`src/rtl/dropout_mask_gen.sv`:
```
// dropout_mask_gen: 16-bit Galois LFSR driving an 8-lane keep-mask, one lane per cycle, valid/ready output.
// Optional feature macro DROPOUT_MASK_AUTO_EN: each completed handshake re-enters GEN reusing the latched rate.
module dropout_mask_gen #(
   parameter int unsigned LANES = 8,
   parameter logic [15:0] SEED  = 16'hACE1
) (
   input  logic             clk,
   input  logic             rst_n,
   input  logic             ena,
   input  logic             seed_load,
   input  logic [15:0]      seed_in,
   input  logic [7:0]       rate,
   input  logic             start,
   input  logic             mask_ready,
   output logic             mask_valid,
   output logic [LANES-1:0] mask,
   output logic [3:0]       drop_cnt,
   output logic             busy
);

   localparam int unsigned CNT_W    = $clog2(LANES);
   localparam logic [15:0] POLY_TAP = 16'hB400;

   typedef enum logic [1:0] {
      S_IDLE = 2'd0,
      S_GEN  = 2'd1,
      S_HOLD = 2'd2
   } state_t;

   state_t             state_q;
   logic [15:0]        lfsr_q;
   logic [15:0]        lfsr_d;
   logic [7:0]         rate_q;
   logic [7:0]         rate_d;
   logic [CNT_W-1:0]   lane_q;
   logic [LANES-1:0]   mask_q;
   logic [3:0]         drop_cnt_q;
   logic               mask_valid_q;
   logic               busy_q;

   logic               lane_drop;
   logic               last_lane;
   logic               handshake;
   logic               restart;
   logic [15:0]        seed_eff;

   assign lfsr_d    = {1'b0, lfsr_q[15:1]} ^ (lfsr_q[0] ? POLY_TAP : 16'h0000);
   assign lane_drop = (lfsr_q[7:0] < rate_q);
   assign last_lane = (lane_q == CNT_W'(LANES - 1));
   assign handshake = mask_valid_q & mask_ready;
   // A zero seed would lock the LFSR at zero forever, so it is replaced.
   assign seed_eff  = (seed_in == 16'h0000) ? SEED : seed_in;
   assign rate_d    = start ? rate : rate_q;

`ifdef DROPOUT_MASK_AUTO_EN
   assign restart = 1'b1;
`else
   assign restart = start;
`endif

   always_ff @(posedge clk or negedge rst_n) begin
      if (!rst_n) begin
         state_q      <= S_IDLE;
         lfsr_q       <= SEED;
         rate_q       <= 8'h00;
         lane_q       <= '0;
         mask_q       <= '0;
         drop_cnt_q   <= 4'd0;
         mask_valid_q <= 1'b0;
         busy_q       <= 1'b0;
      end else if (seed_load) begin
         state_q      <= S_IDLE;
         lfsr_q       <= seed_eff;
         lane_q       <= '0;
         mask_q       <= '0;
         drop_cnt_q   <= 4'd0;
         mask_valid_q <= 1'b0;
         busy_q       <= 1'b0;
      end else begin
         case (state_q)
            S_IDLE: begin
               if (start) begin
                  state_q    <= S_GEN;
                  rate_q     <= rate;
                  lane_q     <= '0;
                  mask_q     <= '0;
                  drop_cnt_q <= 4'd0;
                  busy_q     <= 1'b1;
               end
            end
            S_GEN: begin
               if (ena) begin
                  lfsr_q         <= lfsr_d;
                  mask_q[lane_q] <= ~lane_drop;
                  if (lane_drop) begin
                     drop_cnt_q <= drop_cnt_q + 4'd1;
                  end
                  lane_q <= lane_q + CNT_W'(1);
                  if (last_lane) begin
                     state_q      <= S_HOLD;
                     mask_valid_q <= 1'b1;
                  end
               end
            end
            S_HOLD: begin
               // A start in the handshake cycle chains straight into the next mask.
               if (handshake) begin
                  mask_valid_q <= 1'b0;
                  if (restart) begin
                     state_q    <= S_GEN;
                     rate_q     <= rate_d;
                     lane_q     <= '0;
                     mask_q     <= '0;
                     drop_cnt_q <= 4'd0;
                  end else begin
                     state_q <= S_IDLE;
                     busy_q  <= 1'b0;
                  end
               end
            end
            default: begin
               state_q      <= S_IDLE;
               mask_valid_q <= 1'b0;
               busy_q       <= 1'b0;
            end
         endcase
      end
   end

   assign mask_valid = mask_valid_q;
   assign mask       = mask_q;
   assign drop_cnt   = drop_cnt_q;
   assign busy       = busy_q;

endmodule

```
`config.mk`:
```
export PLATFORM = sky130hd
export DESIGN_NAME = dropout_mask_gen
export DESIGN_NICKNAME = d
export VERILOG_FILES = /design/src/rtl/dropout_mask_gen.sv
export SDC_FILE = /design/constraint.sdc
export NUM_CORES = 1
export LEC_CHECK = 0
export CORE_ASPECT_RATIO = 1.4
export CORE_UTILIZATION = 50
export CTS_BUF_LIST = sky130_fd_sc_hd__clkbuf_4 sky130_fd_sc_hd__clkbuf_8 sky130_fd_sc_hd__clkbuf_16
export CTS_CLUSTER_DIAMETER = 80
export DETAILED_ROUTE_END_ITERATION = 6
export PLACE_DENSITY = 0.77
export SETUP_SLACK_MARGIN = 0.15
export SLEW_MARGIN = 20
export SYNTH_ARGS = -nofsm -noshare
export SYNTH_HDL_FRONTEND = slang
export SYNTH_SLANG_ARGS = --single-unit
```
`constraint.sdc`:
```
create_clock -name clk -period 5.1 [get_ports clk]
set_clock_uncertainty 0.15 [all_clocks]
set_input_delay 0.51 -clock clk [delete_from_list [all_inputs] [get_ports clk]]
set_output_delay 0.51 -clock clk [all_outputs]
set_load 0.005 [all_outputs]
```
### Word level (Yosys, flattened, before mapping)

Index checks and enable logic that the tools add are counted.

| storage, ports and cells | value |
|---|---|
| latch bits | 0 |
| bits in read-only memories | 0 |
| memories kept | 0 |
| output and inout port bits | 14 |
| register bits after elaboration | 43 |
| memory bits (writable) | 0 |

| cells by class | value |
|---|---|
| reductions and logical operators | 14 |
| bitwise logic cells | 4 |
| multiplexer cells | 44 |
| eq/ne operators | 12 |
| magnitude comparators | 3 |
| multiply operators | 0 |
| shift-type cells | 0 |
| add/sub/neg operators | 2 |
| divide/modulo/power cells | 0 |

Operators with widths:

| kind | number |
|---|---|
| 2-to-1 mux 16 bit | 5 |
| 2-to-1 mux 8 bit | 6 |
| one-hot mux 8 bit (3 select lines) | 1 |
| 2-to-1 mux 4 bit | 5 |
| != test 3 bit, second input constant | 6 |
| zero test 16 bit | 1 |
| one-hot mux 8 bit (2 select lines) | 1 |
| AND reduction 4 bit | 4 |
| bitwise XOR 15 x 16 -> 16 bit | 1 |
| 2-to-1 mux 3 bit | 4 |
| one-hot mux 4 bit (3 select lines) | 1 |
| 2-to-1 mux 1 bit | 10 |
| 2-to-1 mux 2 bit | 5 |
| one-hot mux 3 bit (3 select lines) | 1 |
| bitwise mux 8 bit | 1 |
| < comparator 8 bit | 1 |
| != test 2 bit, second input constant | 3 |
| one-hot mux 1 bit (3 select lines) | 2 |
| one-hot mux 2 bit (3 select lines) | 1 |
| AND reduction 3 bit | 2 |
| nonzero test 2 bit | 3 |
| adder 4 x 1 -> 4 bit, second input constant | 1 |
| < comparator 3 x 4 -> 1 bit, second input constant | 1 |
| nonzero test 4 bit | 1 |
| other kinds (11) | 12 |

### Longest topological paths before layout

Gate-level depths: netlist of run 1.

| logic depth | value |
|---|---|
| depth after elaboration | 8 |
| gate-level depth with buffers | 8 |
| depth with buffers taken out | 7 |

### Worst setup path before layout of run 1

OpenSTA, ideal clock, no wires.

| timing path | value |
|---|---|
| path kind | register to register |
| start | reg state_q[1] |
| end | reg drop_cnt_q[0], in the netlist drop_cnt[0] |
| setup slack | 3.062 ns |
| cell stages (with the launch flop) | 8 |
| setup time | 0.125 ns |
| required time | 4.825 ns |
| data arrival time | 1.763 ns |
| cells stage by stage | dfrtp_1 -> inv_1 -> ha_1 -> mux2_2 -> a31oi_4 -> nor2_4 -> and2_4 -> mux2_2 |

| on the way | value |
|---|---|
| cells in the longest elaborated chain, start to end | 3 |

Ends and longest elaborated chain:

| item | line | source |
|---|---|---|
| start, declared | 30 | `state_t state_q;` |
| start signal, assigned | 63 | `state_q <= S_IDLE;` |
| start signal, assigned | 72 | `state_q <= S_IDLE;` |
| start signal, assigned | 83 | `state_q <= S_GEN;` |
| == test 2 x 1 -> 1 bit, or another cell as far along | 80 | `case (state_q)` |
| != test 3 bit (no line), or another cell as far along | n/a |  |
| AND reduction 4 bit (no line) / 2-to-1 mux 4 bit (equally long branches) | n/a |  |
| end signal, assigned | 96 | `drop_cnt_q <= drop_cnt_q + 4'd1;` |
| end, declared | 37 | `logic [3:0] drop_cnt_q;` |

Several ways; a longest one is shown, not always the timed one.
A chain may end at the register's enable or synchronous reset.

### Worst setup path in the final report of run 1

Same ends and word-level chain as after synthesis.

==> summary.txt, run 1 <==
Setup path
  • Most common cell on crit path: mux2_2
  • Slowest stage delay, CP: 440 ps
  • Req. time, crit path: 5130 ps
  • Crit path kind: reg2reg
  • CP cell instances: inv_1 > ha_1 > mux2_2 > a31oi_4 > nor2_4 > and2_4 > mux2_2
  • Crit path DAT: 2400 ps
  • R2R Path Start: state_q[1]
  • WP buf/inv: 1
  • Critical-path maximum fanout: 18
  • Crit path max-delay family: multiplexers
  • FF-to-FF path depth: 7
  • Reg2reg setup slack: 2730 ps
  • Startpoint class of the critical path: register
  • Critical path capture point type: register
  • Slowest CP cell: a31oi_4
  • Reg2reg end: drop_cnt[0]

Timing
  • Final setup viols: 0
  • Worst Max-Slew Pin Slew: roughly 930 ps
  • Final count of hold timing violations: 0
  • Setup TNS: 0 ps
  • Setup ws final: about 2700 ps
  • Pins Over Slew Limit: 0
  • Slew margin rel.: approximately 38%
  • RSZ-0062 raised after global routing: no
  • Tcrit/Tclk final: 46.4%
  • F_max: 422 MHz
  • Final min period: 2370 ps

Routing
  • Drc violations: 0
  • ANT nets after route: 0
  • Via count: 1895
  • Initial DRT Pass Iterations: 4
  • Routed WL per cell: 14.0 µm
  • Starting DRT DRC Count: 53
  • Routed WL: 4.80 mm
  • Vias per cell: 5.51

Logic synthesis
  • Yosys top cell area share: 36.0%
  • Post-synthesis area per instance: 10.1 µm²
  • Mapped Area: around 0.0024 mm²
  • Synth cell types: 40
  • Synthesized Nets: 286
  • Ys Warns: 0
  • Synth Flop Type: dfrtp_1
  • Post-synth EDFFs: 0
  • Main area contributors after synthesis: dfrtp_1, dfstp_2, ha_1
  • Synthesized instance count: 242
  • Synthesis-stage register bit count: 43
  • Asr flop ratio synth: between 90% and 100%
  • Seq/Total Area, Yosys: 44.6%
  • Cell taking the most area after synthesis: dfrtp_1

Layout
  • Commonest non-fill, non-tap cells in the layout: clkdlybuf4s50_1, o21ai_0, dfrtp_1
  • Filler Cells Inserted: 407
  • Layout Nets: 325
  • Non-filler cells, final: approximately 340
  • Commonest non-fill, non-tap cell in the layout: clkdlybuf4s50_1
  • Antenna cells: 0
  • Layout cell share with drive strength beyond 1: between 10% and 20%
  • Area added between synthesis and finish: 22.4%

Global route
  • Overflow after GRT: 0
  • Vias in the first global route: 1886
  • Initial antenna violation count: 0
  • Pin count of the biggest net entering global routing: between 40 and 50
  • Overall global routing resource usage: 20.4%
  • First-pass GRT wire length: 8.05 mm

Floorplanning
  • Initial Util: a little over half
  • Die Area: 0.00515 mm²
  • Die extent in y: about 85 µm
  • I/O pins: 44
  • Row cnt: 29
  • Die Span X: 61.0 µm
  • Total core area: 0.00461 mm²

Clock tree
  • # clock sinks: 43
  • Num CTS Buffers: 5
  • CTS tree: yes
  • CTS Hold Bufs: 0
  • Worst skew pair latency: 290 ps
  • Post-CTS sizing: 0
  • Post-CTS Setup Inserts: 0
  • Clock transition at path regs: 80 ps
  • H-tree depth: 2
  • Longest Clk Path Bufs: 2
  • Root Driver: clkbuf_8

Placement
  • RePlAce Congestion: 0.809
  • Dpl ws: 2570 ps
  • Port Buffers: 43
  • Inst Count DP: between 300 and 400
  • Detailed placement HPWL: about 3.5 mm

Hold path
  • Hold Path Class: in2async

Outcome
  • Outcome: finished clean

Power
  • Pwr Density: 338 mW/mm²
  • Worst VDD drop: 0.213 mV
  • Pwr Total: between 1 and 1.5 mW
  • P_leak: 1.30 nW

Run
  • Max Cap Viol: 0
## power by group
group	switching [mW]	total, mW	internal (mW)
registers	0.0428	0.445	0.402
logic	0.172	0.335	0.163
clock network	0.111	0.225	0.115
total	0.326	1.01	0.680
## worst register-to-register path: stages (launching register included)
cell and delay, ps:
dfrtp_1 400, inv_1 90, ha_1 270, mux2_2 390, a31oi_4 440, nor2_4 110
and2_4 160, mux2_2 250
## through the flow
step / cell area (µm²) / utilization [%] / hold slack [ps]
floorplan: 2430 / - / 64.4
global placement: 2880 / 62.6 / 356
detailed placement: 2880 / 62.6 / 357
CTS: 2980 / 64.6 / 243
global route: 2980 / 64.6 / 286
finish: 2980 / 64.6 / 203
## area by class of cell
type / count / area [µm²] / share of cell area [%]
Sequential cell: 43 / 1090 / 36.5
Timing Repair Buffer: 44 / 433 / 14.5
Clock inverter: 1 / 5.00 / 0.168
Multi-Input combinational cell: 175 / 1240 / 41.7
Inverter: 12 / 45.0 / 1.51
Clock buffer: 7 / 90.1 / 3.02
Tap cell: 62 / 77.6 / 2.60
## sequential cells by signal, summed over array words and instances (netlist names)
| name | cells |
|---|---|
| lfsr_q | 16 |
| rate_q | 8 |
| state_q | 2 |
| drop_cnt | 4 |
| lane_q | 3 |
| mask_valid | 1 |
| busy | 1 |
| mask | 8 |
## worst max-delay path by stage
stage / from / endpoint / slack, ps / depth (start not counted)
finish: state_q[1] / drop_cnt[0] / 2730 / 7
global route: state_q[1] / drop_cnt[0] / 2580 / 7
CTS: state_q[1] / drop_cnt[0] / 2730 / 7
detailed placement: start / drop_cnt[0] / 2570 / 6
global placement: start / drop_cnt[0] / 2570 / 6
floorplan: state_q[1] / drop_cnt[0] / 3060 / 7
## Yosys cell counts (all sizes together) (7+ instances only)
library cell and n:
inv 12, a21oi 12, dfrtp 35, o22a 8, mux2 10, nor2 8, nand2 33, mux2i 7
clkbuf 7, ha 14, dfstp 8, o21ai 35
## cells by family after synthesis
logic type / after synthesis / synth area share [%]
adders and majority gates: 14 / 7.20
xor gates and xnor gates: 3 / 1.08
and+or+nand+nor: 65 / 13.3
DFF: 43 / 44.6
AOI/OAI and AO/OA: 76 / 22.0
muxes: 17 / 7.51
buffers and inverters: 24 / 4.32
## per-layer routing
metal / track usage (%) / up-vias / wire, µm
met4: 7.02 / 0 / 85
met2: 35.5 / 39 / 2410
met3: 4.31 / 10 / 213
li1: - / 943 / -
met1: 24.0 / 903 / 2090
met5: 0 / - / 0
Power figures use the tool's default switching activity.
==> run 2: changes to the inputs <==
- clock period: 5.1 -> 2.3 ns (I/O delays scaled with it)
==> summary.txt, run 2 (synthesis results as in run 1) <==
Setup path
  • Startpoint class of the critical path: register (unchanged)
  • CP cell instances: inv_2 > ha_2 > or2_2 > a31oi_4 > nor2_4 > and2_4 > mux2_2 (was inv_1 > ha_1 > mux2_2 > a31oi_4 > nor2_4 > and2_4 > mux2_2)
  • Slowest CP cell: dfrtp_1 (was a31oi_4)
  • Crit path DAT: 2100 ps (was 2400 ps)
  • Slowest stage delay, CP: 410 ps (was 440 ps)
  • Req. time, crit path: 2330 ps (was 5130 ps)
  • Crit path max-delay family: simple AND/OR/NAND/NOR gates (was multiplexers)
  • Critical-path maximum fanout: 5 (was 18)
  • Crit path kind: reg2reg (unchanged)
  • WP buf/inv: 1 (unchanged)
  • Critical path capture point type: register (unchanged)

Clock tree
  • Clock transition at path regs: 80 ps (about the same)
  • Longest Clk Path Bufs: 2 (unchanged)
  • # clock sinks: 43 (unchanged)
  • H-tree depth: 2 (unchanged)
  • Worst skew pair latency: 290 ps (about the same)
  • Num CTS Buffers: 5 (unchanged)
  • CTS tree: yes (unchanged)
  • Root Driver: clkbuf_8 (unchanged)

Timing
  • Worst Max-Slew Pin Slew: 643 ps (was 934 ps)
  • Pins Over Slew Limit: 0 (unchanged)
  • Final count of hold timing violations: 0 (unchanged)
  • Tcrit/Tclk final: 90.0% (was 46.4%)
  • F_max: 483 MHz (was 422 MHz)
  • RSZ-0062 raised after global routing: no (unchanged)
  • Slew margin rel.: 57.1% (was 37.7%)
  • Final min period: 2070 ps (was 2370 ps)
  • Setup TNS: 0 ps (unchanged)
  • Final setup viols: 0 (unchanged)

Layout
  • Antenna cells: 0 (unchanged)
  • Commonest non-fill, non-tap cell in the layout: clkdlybuf4s50_1 (unchanged)
  • Layout Nets: 335 (was 325)
  • Max reg flops: 16 (unchanged)
  • Commonest non-fill, non-tap cells in the layout: clkdlybuf4s50_1, o21ai_0, dfrtp_1 (unchanged)
  • Layout cell share with drive strength beyond 1: 18.8% (was 14.5%)
  • Filler Cells Inserted: 384 (was 407)
  • Area added between synthesis and finish: 26.6% (was 22.4%)
  • Biggest register: lfsr_q (unchanged)

Routing
  • Routed WL: 5.10 mm (was 4.80 mm)
  • Starting DRT DRC Count: 91 (was 53)
  • Routed WL per cell: 14.4 µm (was 14.0 µm)
  • Via count: 1920 (was 1895)
  • Drc violations: 0 (unchanged)
  • Initial DRT Pass Iterations: 4 (unchanged)
  • Vias per cell: 5.42 (was 5.51)
  • ANT nets after route: 0 (unchanged)

Power
  • Worst VDD drop: 0.328 mV (was 0.213 mV)
  • Net Sw Power: 0.751 mW (was 0.326 mW)
  • Pint: 1.53 mW (was 0.680 mW)
  • Comb pwr share: 35.7% (was 33.3%)
  • Clock Power Share: 21.1% (was 22.4%)
  • Flop pwr share: 43.3% (was 44.3%)
  • Pwr Density: 740 mW/mm² (was 338 mW/mm²)
  • P_leak: 1.34 nW (was 1.30 nW)
  • Switching part of the total power: 32.9% (was 32.4%)
  • Pwr Total: 2.28 mW (was 1.01 mW)

Placement
  • Detailed placement HPWL: 3.75 mm (was 3.51 mm)
  • Port Buffers: 43 (unchanged)
  • RePlAce Congestion: 0.773 (was 0.809)

Hold path
  • Hold Path Class: in2async (unchanged)

Floorplanning
  • Total core area: 0.00461 mm² (unchanged)
  • Die Area: 0.00515 mm² (unchanged)
  • Die Span X: 61.0 µm (unchanged)
  • Die extent in y: 84.5 µm (unchanged)
  • Initial Util: 52.8% (unchanged)
  • I/O pins: 44 (unchanged)
  • Row cnt: 29 (unchanged)

Global route
  • Pin count of the biggest net entering global routing: 31 (was 44)
  • First-pass GRT wire length: 8.51 mm (was 8.05 mm)
  • Overflow after GRT: 0 (unchanged)
  • Vias in the first global route: 1920 (was 1886)
  • Overall global routing resource usage: 21.9% (was 20.4%)
  • Initial antenna violation count: 0 (unchanged)

Run
  • Max Cap Viol: 0 (unchanged)

Outcome
  • Outcome: finished clean (unchanged)
run 2: layout make-up:
class / instances / area, µm² / area share [%]
repair buffers: 54 / 510 / 16.6
well taps: 62 / 77.6 / 2.52
multi-input cells: 175 / 1270 / 41.3
clock inverters: 2 / 12.5 / 0.406
clock buffers: 6 / 76.3 / 2.48
inverters: 12 / 45.0 / 1.46
flip-flops and latches: 43 / 1090 / 35.3
run 2: power groups by stage:
stage	Combinational, mW	Sequential, mW	Clock, mW
finish	0.814	0.986	0.480
global route	0.917	1.00	0.532
CTS	0.781	0.990	0.496
detailed placement	0.769	1.00	0
global placement	0.747	0.999	0
floorplan	0.573	0.958	0
run 2: path summary, 6_finish.rpt:
check,slack (ps),cells after the start,end,from
worst min-delay path,340,2,lfsr_q[12],rst_n
max in group asynchronous,1090,3,rate_q[1],rst_n
min in group clk,340,3,rate_q[5],rate[5]
worst min register to register,380,2,mask[3],mask[3]
worst max register to register,230,7,drop_cnt[0],state_q[1]
worst max-delay path,230,7,drop_cnt[0],state_q[1]
run 2: per-stage QoR:
stage / hold slack (ps) / utilization, % / setup slack (ps) / instance area (µm²) / std cells
3_5_place_dp: 146 / 63.6 / 134 / 2930 / 342
4_1_cts: 340 / 65.9 / 184 / 3040 / 352
2_1_floorplan: -216 / - / 262 / 2430 / 242
6_report: 335 / 66.8 / 230 / 3080 / 354
5_1_grt: 363 / 66.8 / 165 / 3080 / 354
3_3_place_gp: 141 / 63.6 / 200 / 2930 / 342
run 2: repair_timing:
action,CTS,global route
resized for setup,0,6
endpoints found under the hold margin,19,0
buffers inserted,1,2
hold buffers,1,0
pin swaps,1,3
setup endpoints to repair,1,5
run 2: metal layers:
| metal | part of all wire (%) | global-route usage [%] | vias up |
|---|---|---|---|
| met2 | 51 | 38.6 | 42 |
| met5 | 0 | 0 | - |
| met3 | 3.2 | 4.62 | 6 |
| li1 | - | - | 960 |
| met4 | 1.2 | 6.20 | 0 |
| met1 | 44 | 26.1 | 912 |
==> variant 1, RTL diff (settings of run 2) <==
Add a define of `DROPOUT_MASK_AUTO_EN`.
--- a/src/rtl/dropout_mask_gen.sv
+++ b/src/rtl/dropout_mask_gen.sv
@@ -1,5 +1,7 @@
 // dropout_mask_gen: 16-bit Galois LFSR driving an 8-lane keep-mask, one lane per cycle, valid/ready output.
 // Optional feature macro DROPOUT_MASK_AUTO_EN: each completed handshake re-enters GEN reusing the latched rate.
+`define DROPOUT_MASK_AUTO_EN
+
 module dropout_mask_gen #(
    parameter int unsigned LANES = 8,
    parameter logic [15:0] SEED  = 16'hACE1
Behaviour: no difference found for any inputs over 4 cycles, from zero or initial values and one cycle with rst_n low; that may be too few to reach the edited logic, so the function may still have changed.
==> variant 1 against run 2 <==
- core utilization is 0.13 points lower
- sequential power is 13% higher
- power is 21% higher
- wire length is 1.1% higher
- worst setup slack worse by 0.020 ns
- final area is 2.6% lower
- sequential cell count stayed put
- combinational power is 43% higher
- fmax is 0.94% lower
- critical path depth is 1 lower
- area after synthesis is 4.5% lower
- first-iteration DRC count is 41% lower
==> variant 1: results (changes against run 2) <==
worst hold slack 0.277 ns (was 0.335 ns); reg-to-reg critical path endpoint drop_cnt[3] (was drop_cnt[0]); Critical path origin lfsr_q[5] (was state_q[1]); area post-placement 0.00283 sq mm (was 0.00293 sq mm); crit path max fanout 6 (was 5); Critical path destination drop_cnt[3] (was drop_cnt[0]); Slowest Stage Delay on Critical Path 0.57 ns (was 0.41 ns); global router's overall resource usage 23.7% (was 21.9%); peak supply drop 0.574 mV (was 0.328 mV); First DRT Iteration DRCs 54 (was 91); Fill cells 389 (was 384); top cells by area, synth dfrtp_1 (38%), dfstp_2 (9.0%), o21ai_0 (7.8%) (was dfrtp_1 (36%), dfstp_2 (8.6%), ha_1 (7.2%)); critical path's slowest cell dfstp_2 (was dfrtp_1); Critical Path AT 2.18 ns (was 2.10 ns); Setup WS pre-CTS 0.0931 ns (was 0.134 ns); status complete, no violations (unchanged); P_leak 1.31 nW (was 1.34 nW); post-synthesis sequential area ratio 46.7% (was 44.6%); gpl congestion 0.814 (was 0.773); post-layout worst setup margin 0.211 ns (was 0.230 ns); Synth Area in XOR/XNOR 1.13% (was 1.08%); list of most frequent post-synthesis cells o21ai_0 (36), dfrtp_1 (35), nand2_1 (35) (was dfrtp_1 (35), o21ai_0 (35), nand2_1 (33)); cell family with most CP delay compound AO/OA/AOI/OAI gates (was simple AND/OR/NAND/NOR gates); fin util 66.7% (was 66.8%); DPL Wire Length 3.63 mm (was 3.75 mm); vias in the first global route 1956 (was 1920); drt wl/cell 14.4 um (about the same); post-synthesis adder-cell area fraction 7.53% (was 7.20%); Compound-Gate Fraction of Synth Area 21.5% (was 22.0%); Slew HR 75.8% (was 57.1%)
## variant 1: power by group
part           internal (mW)  switching (mW)
logic                  0.526           0.633
registers              0.976           0.136
clock network          0.237           0.249
## variant 1: final cells by class
| cell class | count | area share, % |
|---|---|---|
| multi-input cells | 176 | 39.2 |
| well taps | 62 | 2.58 |
| clock inverters | 1 | 0.167 |
| inverters | 15 | 1.88 |
| clock buffers | 7 | 2.79 |
| repair buffers | 53 | 17.2 |
| flip-flops and latches | 43 | 36.2 |
## variant 1: repair_timing
item | CTS | global route
buffers inserted | 0 | 2
endpoints found under the hold margin | 43 | 0
endpoints found under the setup margin | 9 | 11
hold buffers | 1 | 0
gates cloned | 0 | 0
resized for setup | 3 | 8
pin swaps | 0 | 5
## variant 1: layer usage
metal	vias to the layer above	share of wire (%)	routed length, um	track usage, %
li1	967	-	-	-
met1	946	42	2140	28.5
met2	40	53	2730	41.8
met3	7	3.9	202	4.52
met4	0	1.6	85	8.60
met5	-	0	0	0
==> variant 2, RTL diff (config.mk and constraints of run 2) <==
Made on the original files. Re-encode `state_t` (3 states) as one-hot, 3 bits wide.
--- a/src/rtl/dropout_mask_gen.sv
+++ b/src/rtl/dropout_mask_gen.sv
@@ -21,10 +21,10 @@
    localparam int unsigned CNT_W    = $clog2(LANES);
    localparam logic [15:0] POLY_TAP = 16'hB400;
 
-   typedef enum logic [1:0] {
-      S_IDLE = 2'd0,
-      S_GEN  = 2'd1,
-      S_HOLD = 2'd2
+   typedef enum logic [2:0] {
+      S_IDLE = 3'b001,
+      S_GEN  = 3'b010,
+      S_HOLD = 3'b100
    } state_t;
 
    state_t             state_q;
Behaviour: no difference found for any inputs over 4 cycles, from zero or initial values and one cycle with rst_n low; so few cycles prove little.
==> variant 2 against run 2 <==
- final area up 4.7%
- count of clock-buffer cells in the layout is the same
- worst setup slack lost 0.12 ns
- area after synthesis rose by 0.77%
- wire length is 1.9% higher
- sequential cell count up 1
- power decreased by 15%
- worst hold slack got worse by 0.054 ns
- highest routed layer unchanged
==> variant 2: results (changes against run 2) <==
M2 GR Usage 38.7% (was 38.6%); drt wl/cell 14.2 um (was 14.4 um); top cells by area, synth dfrtp_1 (36%), dfstp_2 (9.6%), o21ai_0 (6.9%) (was dfrtp_1 (36%), dfstp_2 (8.6%), ha_1 (7.2%)); postcts setup bufs 2 (was 1); clock network share of area 3.76% (was 2.88%); Critical Path AT 2.21 ns (was 2.10 ns); crit path max fanout 7 (was 5); DR WL met2 2.75 mm (was 2.62 mm); via count 2021 (was 1920); critical path's slowest cell o41ai_4 (was dfrtp_1); PortBufs 43 (unchanged); Synth Area in XOR/XNOR 1.07% (was 1.08%); nets 343 (was 335); multiplexer share of the synthesized area 7.81% (was 7.51%); post-synthesis sequential area ratio 45.4% (was 44.6%); unique cell type count in the Yosys netlist 46 (was 40); first-pass GRT wire length 8.52 mm (was 8.51 mm); post-cts repair resize count 1 (was 0); r2r setup slk 0.11 ns (was 0.23 ns); Slew HR 62.1% (was 57.1%); First DRT Iteration DRCs 81 (was 91); clk_lat worst skew 0.29 ns (about the same); post-synthesis adder-cell area fraction 5.10% (was 7.20%); HP Class input port to async pin (unchanged); cell family with most CP delay compound AO/OA/AOI/OAI gates (was simple AND/OR/NAND/NOR gates); register bit total from synthesis 44 (was 43); status complete, no violations (unchanged); DPL Wire Length 3.73 mm (was 3.75 mm); GRT met1 Usage 25.0% (was 26.1%); FF-to-FF path depth 6 (was 7); met3 Use GR 2.90% (was 4.62%); gpl congestion 0.812 (was 0.773); met1 WL 2.22 mm (was 2.26 mm); Multi-In Gates 181 (was 175); global router's overall resource usage 21.5% (was 21.9%); Non-clk bufs 59 (was 54); syn nets 289 (was 286); sequential fraction of total cell area 34.5% (was 35.3%); Slowest Stage Delay on Critical Path 0.55 ns (was 0.41 ns); Compound-Gate Fraction of Synth Area 20.8% (was 22.0%); vias in the first global route 1990 (was 1920); layout cell share with drive strength beyond 1 20.1% (was 18.8%); worst hold slack 0.281 ns (was 0.335 ns); reg-to-reg critical path endpoint drop_cnt[3] (was drop_cnt[0]); P_leak 1.37 nW (was 1.34 nW); largest net degree at the start of global routing 45 (was 31); Data buffer area share 17.4% (was 16.6%); peak supply drop 0.403 mV (was 0.328 mV); Critical path origin lfsr_q[3] (was state_q[1]); list of most frequent post-synthesis cells nand2_1 (36), dfrtp_1 (35), o21ai_0 (34) (was dfrtp_1 (35), o21ai_0 (35), nand2_1 (33)); metal3 WL 148 um (was 163 um)
## variant 2: metrics by stage
stage	instance area (sq um)	util [%]	cells	setup slack (ns)
2_1_floorplan	2450	-	249	0.205
3_3_place_gp	3000	65.0	354	0.0555
3_5_place_dp	3000	65.0	354	0.00651
4_1_cts	3160	68.5	365	0.135
5_1_grt	3230	70.0	366	0.0274
6_report	3230	70.0	366	0.107
## variant 2: cells by family (layout without fill, tap and decap cells)
kind of cell | count (synthesis) | count (layout)
mux | 18 | 18
fa+ha+maj | 10 | 10
buf+inv | 24 | 79
xor+xnor | 3 | 3
flops | 44 | 44
compound gates | 77 | 77
simple gates | 73 | 73
## variant 2: report_power, final
part,switching (mW),internal [mW]
Clock,0.263,0.355
Sequential,0.0396,0.845
Combinational,0.214,0.229
## variant 2: worst min path at each step
stage	from	to	cells after the start
floorplan	rst_n	busy	0
global placement	rst_n	mask[2]	2
detailed placement	rst_n	mask[2]	2
CTS	rst_n	mask[2]	3
global route	rst_n	mask[1]	3
finish	rst_n	mask[6]	3
